`config.mk`:
```
export PLATFORM = sky130hd
export DESIGN_NAME = fetch
export DESIGN_NICKNAME = d
export VERILOG_FILES = /design/src/rtl/fetch_pkg.sv /design/src/rtl/fetch.sv
export SDC_FILE = /design/constraint.sdc
export NUM_CORES = 1
export LEC_CHECK = 0
export BUFFER_PORTS_ARGS = -buffer_cell sky130_fd_sc_hd__buf_2
export CORE_ASPECT_RATIO = 0.8
export CORE_MARGIN = 10
export CORE_UTILIZATION = 35
export CTS_BUF_LIST = sky130_fd_sc_hd__clkbuf_16
export DETAILED_ROUTE_END_ITERATION = 8
export PLACE_DENSITY = 0.58
export SYNTH_ARGS = -nofsm -noshare
export SYNTH_HDL_FRONTEND = slang
export SYNTH_SLANG_ARGS = --single-unit
```
`constraint.sdc`:
```
create_clock -name clk -period 2.2 [get_ports clk]
set_clock_uncertainty 0.05 [all_clocks]
set_input_delay 0.11 -clock clk [delete_from_list [all_inputs] [get_ports clk]]
set_output_delay 0.11 -clock clk [all_outputs]
set_load 0.01 [all_outputs]
```
`src/rtl/fetch_pkg.sv`:
```
// Shared definitions for the instruction fetch stage and its consumer (decode):
// bubble encoding, NOP word, FSM state encodings and the if_id record.
package fetch_pkg;

    localparam logic [31:0] NOP_INS   = 32'h0000_0013;
    localparam logic [31:0] BUBBLE_PC = 32'hffff_ffff;

    typedef enum logic [2:0] {
        ST_REQ      = 3'd0,
        ST_WAIT     = 3'd1,
        ST_FULL     = 3'd2,
        ST_KILL     = 3'd3,
        ST_MISALIGN = 3'd4,
        ST_TRAP     = 3'd5
    } fetch_state_e;

    typedef struct packed {
        logic [31:0] ins;
        logic [31:0] pc;
        logic        misalign;
    } if_id_t;

    function automatic if_id_t if_id_bubble();
        if_id_t b;
        b.ins      = NOP_INS;
        b.pc       = BUBBLE_PC;
        b.misalign = 1'b0;
        return b;
    endfunction

    function automatic logic is_misaligned(input logic [31:0] addr);
        return addr[1:0] != 2'b00;
    endfunction

endpackage

```
`src/rtl/fetch.sv`:
```
// Instruction fetch stage. Holds the PC, keeps at most one imem request in
// flight, buffers a response that arrives while decode is stalled, and
// presents instructions, bubbles and misaligned-fetch markers on if_id__*.
module fetch
    import fetch_pkg::*;
#(
    parameter logic [31:0] RESET_VECTOR = 32'h0000_0000
) (
    input  logic        clk,
    input  logic        rst,
    input  logic        pipe_flush,
    input  logic [31:0] jump_target,
    input  logic        data_hazard,
    output logic        imem_req,
    output logic [31:0] imem_addr,
    input  logic        imem_ready,
    input  logic        imem_rvalid,
    input  logic [31:0] imem_rdata,
    output logic [31:0] if_id__ins,
    output logic [31:0] if_id__pc,
    output logic        if_id__ins_misalign
);

    fetch_state_e state_q, state_d;
    logic [31:0]  pc_q, pc_d;
    logic [31:0]  buf_ins_q, buf_ins_d;
    if_id_t       if_id_q, if_id_d;
    logic [31:0]  pc_plus4;
    logic         owed;

    assign pc_plus4 = pc_q + 32'd4;

    // A response is still owed if we are waiting without it arriving now, or
    // the request is being accepted in this very cycle, or a kill is pending.
    assign owed = ((state_q == ST_WAIT) && !imem_rvalid) ||
                  ((state_q == ST_REQ)  && imem_ready)   ||
                  ((state_q == ST_KILL) && !imem_rvalid);

    // Next-state, next-PC, skid buffer and if_id register updates.
    always_comb begin
        state_d   = state_q;
        pc_d      = pc_q;
        buf_ins_d = buf_ins_q;
        if_id_d   = data_hazard ? if_id_q : if_id_bubble();

        if (pipe_flush) begin
            // Flush overrides the stall: drop everything and redirect.
            if_id_d = if_id_bubble();
            pc_d    = jump_target;
            if (owed) begin
                state_d = ST_KILL;
            end else if (is_misaligned(jump_target)) begin
                state_d = ST_MISALIGN;
            end else begin
                state_d = ST_REQ;
            end
        end else begin
            case (state_q)
                ST_REQ: begin
                    if (imem_ready) begin
                        state_d = ST_WAIT;
                    end
                end
                ST_WAIT: begin
                    if (imem_rvalid) begin
                        if (!data_hazard) begin
                            if_id_d.ins      = imem_rdata;
                            if_id_d.pc       = pc_q;
                            if_id_d.misalign = 1'b0;
                            pc_d             = pc_plus4;
                            state_d          = is_misaligned(pc_plus4) ? ST_MISALIGN : ST_REQ;
                        end else begin
                            // Decode is stalled: park the word until it frees up.
                            buf_ins_d = imem_rdata;
                            state_d   = ST_FULL;
                        end
                    end
                end
                ST_FULL: begin
                    if (!data_hazard) begin
                        if_id_d.ins      = buf_ins_q;
                        if_id_d.pc       = pc_q;
                        if_id_d.misalign = 1'b0;
                        pc_d             = pc_plus4;
                        state_d          = ST_REQ;
                    end
                end
                ST_KILL: begin
                    // The stale response is swallowed; then fetch from the new PC.
                    if (imem_rvalid) begin
                        state_d = is_misaligned(pc_q) ? ST_MISALIGN : ST_REQ;
                    end
                end
                ST_MISALIGN: begin
                    if (!data_hazard) begin
                        if_id_d.ins      = NOP_INS;
                        if_id_d.pc       = pc_q;
                        if_id_d.misalign = 1'b1;
                        state_d          = ST_TRAP;
                    end
                end
                ST_TRAP: begin
                    state_d = ST_TRAP;
                end
                default: begin
                    state_d = ST_REQ;
                end
            endcase
        end
    end

    // Control and output registers, with synchronous reset.
    always_ff @(posedge clk) begin
        if (rst) begin
            state_q <= ST_REQ;
            pc_q    <= RESET_VECTOR;
            if_id_q <= if_id_bubble();
        end else begin
            state_q <= state_d;
            pc_q    <= pc_d;
            if_id_q <= if_id_d;
        end
    end

    // Skid buffer contents are only meaningful in ST_FULL, so no reset needed.
    always_ff @(posedge clk) begin
        buf_ins_q <= buf_ins_d;
    end

    assign imem_req            = !rst && (state_q == ST_REQ);
    assign imem_addr           = pc_q;
    assign if_id__ins          = if_id_q.ins;
    assign if_id__pc           = if_id_q.pc;
    assign if_id__ins_misalign = if_id_q.misalign;

endmodule

```
==> out/results.txt <==
Commonest non-fill, non-tap cell in the layout - buf_2
Initial Util - 36.0%
Synth Register Bits - 132
Clock root buffer - clkbuf_16
Routed length per instance - 17.8 um
CTS Buf Count - 17
Main synth FF type - dfxtp_1
TritonCTS Sinks - 132
Remaining DRCs - 0
TritonCTS clock tree - built
Most used routing layer in global routing - met2
GR Util met2 - 25.6%
Final wirelength - 18,700 um
Leakage power - 3.20 nW
Placed standard-cell area - 0.00699 sq mm
Final instance area - 0.00826 sq mm
Switch share - 25.6%
Hold Violations, Final - 0
# rows - 41
1st-iter DRT viols - 380
Worst skew pair latency - 0.42 ns
H-tree levels - 4
Gpl congestion - 0.804
Slew @ Worst Pin - 0.707 ns
Max Slew Vio Count - 0
Clock power frac - 46.1%
Critical Path Sink Type - register
Largest net degree at the start of global routing - 39
Crit path launch type - register
Worst vdd ir - 551 uV
CP Cell Sequence - nand2b_1, a2111o_1, buf_4, or4_1, a311oi_1
Number of port buffers - 167
Overall routing resource usage - 16.7%
Crit path max-delay cell type - or4_1
GRT met1 Usage - 21.1%
Layout cells sized above 1 - 30.0%
Drt via density - 5.27
Area Overhead vs Synth - 43.7%
First-pass detailed-route iteration total - 5
FFs w/ async S/R, synth - 0%
Gr ovfl total - 0
Most frequent cells in the layout - buf_2 (167), dfxtp_1 (100), dlygate4sd3_1 (60), nand2_1 (48), buf_4 (43)
Number of flops mapped to enable cells by yosys - 32
WP data arrival - 2.34 ns
Crit path kind - register to register
Unrepaired setup endpoints after global routing - false
Sequential cell area - 0.00296 sq mm
Synth area leaders - dfxtp_1 (35%), edfxtp_1 (17%), o31ai_1 (5.5%)
Power share of the combinational group - 14.4%
Core region area - 0.0160 sq mm
Mapped Cells - 583
IO Pins - 168
GR Util met3 - 5.56%
Nets - 892
Top achievable clock speed - 485 MHz
Reg clk slew, reported paths - 0.06 ns
Chip width - 163 um
HPWL Detailed - 12,900 um
Total number of vias - 5,535
First-pass GRT wire length - 29,400 um
Final period util - 93.7%
Worst path required time - 2.48 ns
Cell family with most CP delay - simple AND/OR/NAND/NOR gates
Post-synthesis sequential area ratio - 51.5%
Die extent in y - 135 um
Final setup fails - 0
Power Dens Cells - 815 mW/mm^2
Max cap viols - 0
Status - completed
Number of global-route vias before repair - 5,547
Reg power frac - 39.5%
CP max FO - 22
Int Pwr - 5.01 mW
Synthesized cell area - 0.00575 sq mm
Relative slew margins - 52.9%
Initial antenna violation count - 2
NetSw - 1.72 mW
Net Count, Synth - 654
Setup TNS - 0 ns
Multi-input gate area - 0.00256 sq mm
Die ar. - 0.0220 sq mm
Hold Path Class - input pin to register
Synth warn - 0
Min Tclk post-route - 2.06 ns
Synth top area share - 34.8%
Unique masters post-synth - 51
Clk buf depth - 2
WP buf/inv - 1
Mean post-synth cell area - 9.86 sq um
Antenna-violating nets left - 0
Post-synth top area cell - dfxtp_1
Max incr delay on CP - 0.48 ns
Filler Cell Count - 1,455
==> power by group through the flow <==
stage          Combinational [mW]  Clock, mW  Sequential [mW]
2_1_floorplan               0.451          0             2.75
3_3_place_gp                0.864          0             2.70
3_5_place_dp                0.882          0             2.71
4_1_cts                     0.969       3.16             2.66
5_1_grt                      1.06       3.27             2.67
6_report                    0.969       3.10             2.66
==> worst paths after layout <==
check             startpoint            end  slack [ns]  cells past startpoint
min          jump_target[25]  imem_addr[25]        0.01                      5
max reg2reg       state_q[0]  imem_addr[24]        0.14                      5
max               state_q[0]  imem_addr[24]        0.14                      5
min reg2reg     if_id__pc[3]   if_id__pc[3]        0.40                      1
==> synth_stat cells, drive strengths merged (10+ instances only) <==
master and n:
dfxtp 100, nand2 48, o31ai 42, clkbuf 38
nor2 36, edfxtp 32, o22a 31, a22oi 29
and2 29, a311oi 19, buf 14, nand3 14
o21ai 14, or4 13, inv 12, nor3 11
or3 11, a21oi 10
==> per-stage QoR <==
step	total power, mW	hold slack, ns	std cells	util (%)	setup slack [ns]
after floorplan	3.20	0.159	583	-	0.0515
after global placement	3.57	0.255	954	43.8	0.204
after detailed placement	3.59	0.256	954	43.8	0.114
after CTS	6.78	0.0000733	1046	51.6	0.114
after global routing	6.99	0.0229	1050	51.8	0.0309
final	6.73	0.0144	1051	51.8	0.138
==> area by class of cell <==
type | instances | share of cell area [%]
clock buffer | 17 | 5.15
clock inverter | 15 | 2.56
sequential | 132 | 35.9
antenna | 2 | 0.0606
inverter | 12 | 0.545
tap | 215 | 3.26
timing repair buffer | 271 | 21.5
multi-input combinational | 387 | 31.0
==> worst min-delay path, cell delays in order <==
cell	delay, ns
buf_2	0.09
nand2_1	0.05
nor2_1	0.09
a21oi_1	0.05
nand3_1	0.07
==> layer usage <==
layer / up-vias / routed length (um)
met2: 188 / 8670
met1: 2628 / 8370
met3: 21 / 1390
met5: - / 0
met4: 0 / 230
li1: 2698 / -
==> timing repair <==
item,4_1_cts,5_1_grt
hold endpoints to repair,63,0
hold buffers,60,0
gates resized for setup,0,1
endpoints found under the setup margin,0,1
setup buffers,0,3
==> logic make-up after synthesis <==
group                      after synthesis  share of synthesized area, %
xor gates and xnor gates                 4                         0.609
buffers and inverters                   64                          4.55
adders and majority gates                1                         0.218
and+or+nand+nor                        199                          18.5
muxes                                    4                         0.696
DFF                                    132                          51.5
AOI/OAI and AO/OA                      179                          23.9
==> state kept, by name, indices dropped and copies added (netlist names) <==
signal and flops:
buf_ins_q 32, if_id__ins 32, if_id__ins_misalign 1, if_id__pc 32, imem_addr 32, state_q 3
Power figures use the tool's default switching activity.
